<file path="src/rtl/ofdm_sync_frame_ctrl_pkg.sv">
// Shared definitions for the ofdm_sync frame scheduler.
//   state_t          : scheduler FSM states
//   SR_* localparams : setting-register addresses used by noc_block_ofdm_sync
//   RB_* localparams : readback addresses for the status counters
package ofdm_sync_frame_ctrl_pkg;

  typedef enum logic [1:0] {
    ST_IDLE     = 2'd0,
    ST_ARM      = 2'd1,
    ST_WAIT_SOF = 2'd2,
    ST_IN_FRAME = 2'd3
  } state_t;

  localparam int SR_NUM_SYMBOLS  = 129;
  localparam int SR_CTRL_ENABLE  = 130;
  localparam int SR_CTRL_TIMEOUT = 131;

  localparam int RB_FRAME_COUNT   = 0;
  localparam int RB_TIMEOUT_COUNT = 1;
  localparam int RB_SHORT_COUNT   = 2;
  localparam int RB_STATUS        = 3;

endpackage

</file>
<file path="src/rtl/ofdm_sync_frame_ctrl_watchdog.sv">
// Idle-cycle watchdog for a frame in progress.
// Ports:
//   clk, rst : clock and synchronous active-high reset
//   clear    : restart the idle count (a beat arrived, or no frame in progress)
//   tick     : one idle cycle inside a frame
//   limit    : idle-cycle limit; 0 disables the watchdog
//   expire   : one-cycle pulse in the idle cycle that reaches the limit
module ofdm_sync_frame_ctrl_watchdog #(
  parameter int TIMEOUT_W = 20
) (
  input  logic                 clk,
  input  logic                 rst,
  input  logic                 clear,
  input  logic                 tick,
  input  logic [TIMEOUT_W-1:0] limit,
  output logic                 expire
);

  logic [TIMEOUT_W-1:0] cnt;
  logic [TIMEOUT_W:0]   cnt_inc;

  assign cnt_inc = {1'b0, cnt} + (TIMEOUT_W+1)'(1);

  // ">=" rather than "==" so that lowering the limit below an already
  // running count still fires on the next idle cycle instead of wrapping.
  assign expire = tick && !clear && (limit != '0) && (cnt_inc >= {1'b0, limit});

  always_ff @(posedge clk) begin
    if (rst || clear || expire) begin
      cnt <= '0;
    end else if (tick && (limit != '0)) begin
      cnt <= cnt_inc[TIMEOUT_W-1:0];
    end
  end

endmodule

</file>
<file path="src/rtl/ofdm_sync_frame_ctrl.sv">
// Frame scheduler/configurator for ofdm_sync (ce_clk domain).
// Holds the software-requested symbols/frame in a shadow register and hands it
// to ofdm_sync only between frames. Watches the sync output stream (sof/tlast
// beats) to count symbols and frames, and flushes ofdm_sync when a frame
// stalls mid-stream.
// Ports:
//   ce_clk, ce_rst             : clock, synchronous active-high reset
//   cfg_enable/num_symbols/stb : scheduler enable, requested symbols, write strobe
//   cfg_timeout                : idle-cycle limit inside a frame (0 = off)
//   mon_tvalid/tready/tlast/sof: monitored ofdm_sync output stream
//   sync_num_symbols(_valid)   : value and load pulse towards ofdm_sync
//   sync_flush                 : one-cycle flush pulse towards ofdm_sync
//   frame_done, cfg_err, busy  : status pulses / level
//   frame/timeout/short_count  : saturating readback counters
module ofdm_sync_frame_ctrl
  import ofdm_sync_frame_ctrl_pkg::*;
#(
  parameter  int MAX_NUM_SYMBOLS = 512,
  parameter  int TIMEOUT_W       = 20,
  parameter  int CNT_W           = 16,
  localparam int NSW             = $clog2(MAX_NUM_SYMBOLS + 1)
) (
  input  logic                 ce_clk,
  input  logic                 ce_rst,
  input  logic                 cfg_enable,
  input  logic [NSW-1:0]       cfg_num_symbols,
  input  logic                 cfg_stb,
  input  logic [TIMEOUT_W-1:0] cfg_timeout,
  input  logic                 mon_tvalid,
  input  logic                 mon_tready,
  input  logic                 mon_tlast,
  input  logic                 mon_sof,
  output logic [NSW-1:0]       sync_num_symbols,
  output logic                 sync_num_symbols_valid,
  output logic                 sync_flush,
  output logic                 frame_done,
  output logic                 cfg_err,
  output logic                 busy,
  output logic [CNT_W-1:0]     frame_count,
  output logic [CNT_W-1:0]     timeout_count,
  output logic [CNT_W-1:0]     short_count
);

  function automatic logic [CNT_W-1:0] sat_inc(input logic [CNT_W-1:0] v);
    return (&v) ? v : v + CNT_W'(1);
  endfunction

  state_t         state, next_state;
  logic           beat, cfg_ok, pending;
  logic [NSW-1:0] shadow, active, held, sym_cnt, sym_cnt_next;
  logic           complete, short_ev, wd_expire;

  assign beat   = mon_tvalid & mon_tready;
  assign cfg_ok = cfg_stb && (cfg_num_symbols != '0) &&
                  (cfg_num_symbols <= NSW'(MAX_NUM_SYMBOLS));

  ofdm_sync_frame_ctrl_watchdog #(.TIMEOUT_W(TIMEOUT_W)) u_watchdog (
    .clk    (ce_clk),
    .rst    (ce_rst),
    .clear  ((state != ST_IN_FRAME) || beat),
    .tick   ((state == ST_IN_FRAME) && !beat),
    .limit  (cfg_timeout),
    .expire (wd_expire)
  );

  // State register
  always_ff @(posedge ce_clk) begin
    if (ce_rst) state <= ST_IDLE;
    else        state <= next_state;
  end

  // Next state, symbol count and frame events
  always_comb begin
    next_state   = state;
    sym_cnt_next = sym_cnt;
    complete     = 1'b0;
    short_ev     = 1'b0;
    unique case (state)
      ST_IDLE: if (cfg_enable && pending) next_state = ST_ARM;
      ST_ARM:  next_state = ST_WAIT_SOF;
      ST_WAIT_SOF: begin
        if (!cfg_enable)           next_state = ST_IDLE;
        else if (pending)          next_state = ST_ARM;
        else if (beat && mon_sof) begin
          sym_cnt_next = {{(NSW-1){1'b0}}, mon_tlast};
          next_state   = ST_IN_FRAME;
        end
      end
      ST_IN_FRAME: begin
        if (beat) begin
          if (mon_sof) begin
            // New frame started before the previous one completed.
            short_ev     = 1'b1;
            sym_cnt_next = {{(NSW-1){1'b0}}, mon_tlast};
          end else if (mon_tlast) begin
            sym_cnt_next = sym_cnt + NSW'(1);
          end
        end else if (wd_expire) begin
          sym_cnt_next = '0;
          next_state   = cfg_enable ? ST_WAIT_SOF : ST_IDLE;
        end
      end
      default: next_state = ST_IDLE;
    endcase
    // A tlast beat that brings the count up to the armed length closes the
    // frame; this also covers a single-symbol frame seen in WAIT_SOF.
    if ((next_state == ST_IN_FRAME) && beat && mon_tlast && (sym_cnt_next == active)) begin
      complete     = 1'b1;
      sym_cnt_next = '0;
      if (pending && cfg_enable) next_state = ST_ARM;
      else if (cfg_enable)       next_state = ST_WAIT_SOF;
      else                       next_state = ST_IDLE;
    end
  end

  // Outputs; pulses are masked while reset is held so a mid-frame reset
  // never emits a flush or done.
  always_comb begin
    sync_num_symbols_valid = (state == ST_ARM) && !ce_rst;
    sync_num_symbols       = (state == ST_ARM) ? shadow : held;
    sync_flush             = wd_expire && !ce_rst;
    frame_done             = complete && !ce_rst;
    busy                   = (state != ST_IDLE);
  end

  always_ff @(posedge ce_clk) begin
    if (ce_rst) begin
      shadow        <= '0;
      active        <= '0;
      held          <= '0;
      pending       <= 1'b0;
      cfg_err       <= 1'b0;
      sym_cnt       <= '0;
      frame_count   <= '0;
      timeout_count <= '0;
      short_count   <= '0;
    end else begin
      cfg_err <= cfg_stb && !cfg_ok;
      sym_cnt <= sym_cnt_next;
      if (cfg_ok) shadow <= cfg_num_symbols;
      if (state == ST_ARM) begin
        active <= shadow;
        held   <= shadow;
      end
      // A write accepted in the ARM cycle stays pending for the next frame.
      if (cfg_ok)                pending <= 1'b1;
      else if (state == ST_ARM)  pending <= 1'b0;
      if (complete)  frame_count   <= sat_inc(frame_count);
      if (wd_expire) timeout_count <= sat_inc(timeout_count);
      if (short_ev)  short_count   <= sat_inc(short_count);
    end
  end

endmodule
</file>
<file path="config.mk">
export PLATFORM = sky130hd
export DESIGN_NAME = ofdm_sync_frame_ctrl
export DESIGN_NICKNAME = d
export VERILOG_FILES = /design/src/rtl/ofdm_sync_frame_ctrl_pkg.sv /design/src/rtl/ofdm_sync_frame_ctrl_watchdog.sv /design/src/rtl/ofdm_sync_frame_ctrl.sv
export SDC_FILE = /design/constraint.sdc
export NUM_CORES = 1
export LEC_CHECK = 0
export CELL_PAD_IN_SITES_DETAIL_PLACEMENT = 1
export CELL_PAD_IN_SITES_GLOBAL_PLACEMENT = 1
export CORE_ASPECT_RATIO = 0.5
export CORE_MARGIN = 3
export CORE_UTILIZATION = 43
export CTS_CLUSTER_DIAMETER = 120
export DETAILED_ROUTE_END_ITERATION = 10
export GPL_TIMING_DRIVEN = 0
export PLACE_DENSITY_LB_ADDON = 0.1
export SETUP_SLACK_MARGIN = 0.1
export SLEW_MARGIN = 10
export SYNTH_ARGS = -nofsm -noshare
export SYNTH_HDL_FRONTEND = slang
export SYNTH_SLANG_ARGS = --single-unit
</file>
<file path="constraint.sdc">
create_clock -name ce_clk -period 12.29 [get_ports ce_clk]
set_clock_uncertainty 0.15 [all_clocks]
set_input_delay 2.458 -clock ce_clk [delete_from_list [all_inputs] [get_ports ce_clk]]
set_output_delay 2.458 -clock ce_clk [all_outputs]
set_load 0.02 [all_outputs]
</file>
==> results of run 1 <==
-- worst paths after layout --
check,startpoint,endpoint,slack (ns),cells after the start
max,cfg_timeout[4],frame_done,2.50,14
min,held[4]$_SDFF_PP0_,held[4]$_SDFF_PP0_,0.33,2
max reg2reg,u_watchdog.cnt[4]$_SDFFE_PP0P_,frame_count[5]$_SDFFE_PP0P_,6.46,20
min reg2reg,held[4]$_SDFF_PP0_,held[4]$_SDFF_PP0_,0.33,2
-- worst reg2reg max path, stage by stage, from the launching register on --
cell	delay (ns)
dfxtp_1	0.43
and3_1	0.18
nand3_1	0.13
nor2_1	0.44
and3_1	0.31
and3_1	0.23
and3_1	0.27
nand3_1	0.11
xnor2_1	0.15
ha_1	0.31
nand3_1	0.11
nor2_1	0.09
a32oi_1	0.40
a31oi_1	0.27
nor3_4	0.37
a211oi_1	0.18
or4_1	0.53
buf_2	0.18
buf_6	0.15
nor4_1	0.37
mux2_2	0.38
-- layout make-up --
class,count,area [um^2],area share
Timing Repair Buffer,99,991,0.124
Clock inverter,6,58.8,0.00733
Buffer,37,176,0.0220
Inverter,29,109,0.0136
Sequential cell,112,2240,0.280
Multi-Input combinational cell,633,3970,0.495
Tap cell,198,248,0.0309
Clock buffer,10,229,0.0285
-- metrics by stage --
step	utilization	std cells	hold WS [ns]
floorplan	-	811	0.294
global placement	0.529	1108	0.301
detailed placement	0.529	1108	0.310
CTS	0.548	1124	0.326
global route	0.548	1124	0.355
finish	0.548	1124	0.326
-- where the power goes --
part	switching (mW)	total (mW)	internal (mW)
Sequential	0.00174	0.367	0.365
Combinational	0.0237	0.0432	0.0195
Clock	0.147	0.290	0.143
-- per-layer routing --
layer,share of wire,GRT usage
met1,0.46,0.298
met2,0.47,0.404
met3,0.065,0.0620
met4,0.0059,0.0418
met5,0,0
-- kinds of logic after synthesis --
kind of cell	after synthesis	share of synthesized area
multiplexers	21	0.0356
adder cells (fa/ha/maj)	25	0.0482
XOR/XNOR	69	0.0931
flip-flops	112	0.345
AND/OR/NAND/NOR	379	0.297
AO/OA/AOI/OAI	139	0.137
buffers and inverters	66	0.0439
-- cell usage after synthesis, types with 11 or more instances --
| library cell | number | area share |
|---|---|---|
| dfxtp_1 | 112 | 0.35 |
| o21ai_0 | 20 | 0.015 |
| nand3_1 | 37 | 0.029 |
| mux2i_1 | 13 | 0.020 |
| a21oi_1 | 54 | 0.042 |
| ha_1 | 25 | 0.048 |
| or4_1 | 12 | 0.014 |
| and3_1 | 24 | 0.023 |
| nand2_1 | 97 | 0.056 |
| nand4_1 | 23 | 0.022 |
| inv_1 | 29 | 0.017 |
| nor2_1 | 96 | 0.055 |
| clkbuf_1 | 19 | 0.011 |
| xnor2_1 | 25 | 0.034 |
| xor2_1 | 44 | 0.059 |
| nor4_1 | 14 | 0.013 |
| nor3_1 | 18 | 0.014 |
| nor2b_1 | 11 | 0.011 |
-- sequential cells by signal (all words and copies together) (netlist names) --
name,count
held,10
cfg_err,1
pending,1
frame_count,16
shadow,10
short_count,16
state,2
timeout_count,16
u_watchdog.cnt,20
sym_cnt,10
active,10
==> qor.csv, run 1 <==
metric,value,unit
outcome,finished clean,
TNS Setup,0,ns
Via Count,6336,
1st-iter DRT viols,289,
Core Region,0.0146,mm^2
Worst-path clk slew,0.08,ns
Filler cells,1783,
Post-Syn Instances,811,
total track usage,0.234,
Final Cycle Share,0.797,
Via density,5.64,
Ports,101,
library cells used by synthesis,71,
Design Power,0.700,mW
Crit Path Max Fanout,10,
vias in the first global route,6492,
# clock sinks,112,
DR pass1 iterations,5,
H-tree Lvls,3,
hpwl dp,14.9,mm
asr flop ratio synth,0,
synthesized cell area,0.00649,mm^2
final max-slew violation count,0,
Max Cap Viol,0,
DR WL/cell,17.5,um
Max Root-Sink Buffers,2,
Synth Warn #,0,
Root Buffer,clkbuf_16,
GPL Wtd Cong,0.913,
"Net count, final",984,
CTS tree,done,
Avg Inst Size Synth,8.01,um^2
sequential fraction of the synthesis area,0.345,
antenna cells,0,
Slew HR,0.490,
"commonest non-fill, non-tap cell in the layout",dfxtp_1,
largest net degree at the start of global routing,21,
"FF+latch count, synth",112,
startpoint types,primary input,
TritonCTS Buffers,9,
number of remaining DRC errors,0,
DRT Wirelength,19.7,mm
Initial Util,0.444,
power per cell area,87.3,mW/mm^2
"critical path, cell by cell","clkdlybuf4s50_1, inv_1, ha_1, and3_1, o21ai_0, a311oi_1, o2111ai_1, a31oi_1, a2bb2oi_1, xnor2_1, clkbuf_1, clkbuf_1, nor4_1, clkdlybuf4s50_1",
Placed Area,0.00773,mm^2
Die Ht,92.9,um
total grt overflow,0,
Worst Tran Pin Value,0.762,ns
Hold Fails Final Rpt,0,
"Area growth, synth to finish",23.5,%
share of layout cells above drive strength 1,0.0540,
DP Worst Slack,2.50,ns
HP Class,register to register,
clk_lat worst skew,0.36,ns
initial antenna violation count,0,
design area,0.00802,mm^2
cell family with most CP delay,buffers and inverters,
peak supply drop,0.0000663,V
"Primary FF master, synth",dfxtp_1,
Buf/Inv on CP,5,
Routed Antenna Nets,0,
most frequent cells in the layout,"112 x dfxtp_1, 99 x clkdlybuf4s50_1, 97 x nand2_1",
Post-CTS Setup Inserts,0,
I/O Buffers,99,
post-route worst setup slack,2.50,ns
Post-CTS Resized,0,
Mapped Nets,874,
cts-stage hold buffer count,0,
"slowest stage delay, CP",0.60,ns
Die Area,0.0167,mm^2
"Slowest-stage cell, CP",a311oi_1,
CP arrival,7.19,ns
fmax,0.102,GHz
# rows,31,
fin crit period,9.79,ns
CP Data Required Time,9.68,ns
critical path class,primary input to output pin,
global-route wire length before repair,32.4,mm
leakage,3.02,nW
Die W,180,um
endpoints failing setup,0,
RSZ-0062 raised after global routing,no,
Post-synth EDFFs,0,
CP Capture Type,output pin,
Note: power is estimated with default switching activity, not from simulation.
==> inputs of run 2 (changes only) <==
- CORE_UTILIZATION: 43 -> 40
- clock period: 12.29 -> 9.2 ns (I/O delays scaled with it)
==> qor.csv, run 2 (same netlist as run 1, synthesis figures left out) <==
metric,value,unit,change
most frequent cells in the layout,"112 x dfxtp_1, 99 x clkdlybuf4s50_1, 97 x nand2_1",,unchanged
Root Buffer,clkbuf_16,,unchanged
total track usage,0.224,,was 0.234
CTS tree,done,,unchanged
startpoint types,primary input,,unchanged
Routed Antenna Nets,0,,unchanged
# rows,32,,was 31
clk_lat worst skew,0.36,ns,about the same
hpwl dp,15.1,mm,was 14.9 mm
area of the multi-input gates,0.00397,mm^2,unchanged
final max-slew violation count,0,,unchanged
cts-stage hold buffer count,0,,unchanged
"slowest stage delay, CP",0.61,ns,was 0.60 ns
DRT Wirelength,19.9,mm,was 19.7 mm
TritonCTS Buffers,9,,unchanged
fin util,0.515,,was 0.548
Initial Util,0.415,,was 0.444
I/O Buffers,99,,unchanged
TNS Setup,0,ns,unchanged
Max Root-Sink Buffers,2,,unchanged
Buf/Inv on CP,5,,unchanged
global-route wire length before repair,32.1,mm,was 32.4 mm
Ports,101,,unchanged
RSZ-0062 raised after global routing,no,,unchanged
Die Area,0.0179,mm^2,was 0.0167 mm^2
total grt overflow,0,,unchanged
"Area growth, synth to finish",24.1,%,was 23.5%
fmax,0.117,GHz,
DR pass1 iterations,4,,was 5
r2r worst-path depth,20,,unchanged
Finished Layout Cells,1147,,was 1124
peak supply drop,0.0000797,V,was 0.0000663 V
endpoints failing setup,0,,unchanged
largest net degree at the start of global routing,22,,was 21
Die Ht,96.1,um,was 92.9 um
leakage,3.01,nW,was 3.02 nW
GPL Wtd Cong,0.918,,was 0.913
"commonest non-fill, non-tap cell in the layout",dfxtp_1,,unchanged
number of remaining DRC errors,0,,unchanged
cell family with most CP delay,buffers and inverters,,unchanged
Max Cap Viol,0,,unchanged
fin crit period,8.58,ns,
outcome,finished clean,,unchanged
power per cell area,118,mW/mm^2,was 87.3 mW/mm^2
largest register by flop count,u_watchdog.cnt,,unchanged
Core Region,0.0157,mm^2,was 0.0146 mm^2
DR WL/cell,17.4,um,was 17.5 um
antenna cells,0,,unchanged
Via density,5.49,,was 5.64
Filler cells,1898,,was 1783
Worst Tran Pin Value,0.813,ns,was 0.762 ns
H-tree Lvls,3,,unchanged
Post-CTS Resized,0,,unchanged
vias in the first global route,6404,,was 6492
Crit Path Max Fanout,10,,unchanged
Placed Area,0.00776,mm^2,was 0.00773 mm^2
initial antenna violation count,0,,unchanged
CP Capture Type,output pin,,unchanged
placed insts,1131,,was 1108
area occupied by registers,0.00224,mm^2,unchanged
critical path depth in cells,14,,unchanged
Via Count,6297,,was 6336
Worst-path clk slew,0.08,ns,about the same
CP arrival,6.59,ns,was 7.19 ns
max reg flops,20,,unchanged
Final Cycle Share,0.932,,
Hold Fails Final Rpt,0,,unchanged
critical path class,primary input to output pin,,unchanged
design area,0.00806,mm^2,was 0.00802 mm^2
Die W,186,um,was 180 um
flop-to-flop setup slack,3.44,ns,was 6.46 ns
share of layout cells above drive strength 1,0.0551,,was 0.0540
"Slowest-stage cell, CP",a311oi_1,,unchanged
HP Class,register to register,,unchanged
"Net count, final",984,,unchanged
# clock sinks,112,,unchanged
Slew HR,0.456,,was 0.490
Hold Path Cell Cnt,2,,unchanged
CP Data Required Time,7.21,ns,was 9.68 ns
Post-CTS Setup Inserts,0,,unchanged
1st-iter DRT viols,358,,was 289
"critical path, cell by cell","clkdlybuf4s50_1, inv_1, ha_1, and3_1, o21ai_0, a311oi_1, o2111ai_1, a31oi_1, a2bb2oi_1, xnor2_1, clkbuf_1, clkbuf_1, nor4_1, clkdlybuf4s50_1",,unchanged
run 2: cell count changes in the layout (fill, tap and decap cells not counted), sizes merged:
cell      delta
inv          -1
clkinvlp     +2
clkbuf       -1
run 2: final cells by class:
cell class                      count  share of cell area
Clock inverter                      7             0.00916
Multi-Input combinational cell    633               0.492
Buffer                             37              0.0219
Tap cell                          221              0.0343
Sequential cell                   112               0.278
Inverter                           29              0.0135
Clock buffer                        9              0.0279
Timing Repair Buffer               99               0.123
run 2: worst paths after layout:
path                                                     start                          end
worst max register to register  u_watchdog.cnt[0]$_SDFFE_PP0P_  frame_count[4]$_SDFFE_PP0P_
worst max-delay path                            cfg_timeout[4]                   frame_done
worst min-delay path                        held[8]$_SDFF_PP0_           held[8]$_SDFF_PP0_
worst min register to register              held[8]$_SDFF_PP0_           held[8]$_SDFF_PP0_
run 2: layer usage:
metal,up-vias,GRT usage,wire (um)
met5,-,0,0
met4,0,0.0440,134
met3,11,0.0555,1050
met2,134,0.373,8920
met1,3052,0.298,9800
li1,3100,-,-
run 2: power by group:
part / switching [mW] / internal (mW)
sequential: 0.00228 / 0.487
combinational: 0.0317 / 0.0260
clock: 0.208 / 0.193
run 2: worst min-delay path: stages (launching register included):
cell	delay [ns]
dfxtp_1	0.30
nand2_1	0.06
a21oi_1	0.06
run 2: through the flow:
stage / total power, mW / setup slack [ns] / hold slack (ns)
finish: 0.948 / 0.624 / 0.317
global route: 0.987 / 0.331 / 0.349
CTS: 0.960 / 0.685 / 0.320
detailed placement: 0.559 / 0.713 / 0.309
global placement: 0.558 / 0.797 / 0.301
floorplan: 0.528 / 2.52 / 0.294
==> inputs of run 3 (changes only) <==
- CAP_MARGIN: not set -> 10
==> results of run 3 <==
Same layout as run 2: the final DEF is identical, and so are final timing and power.
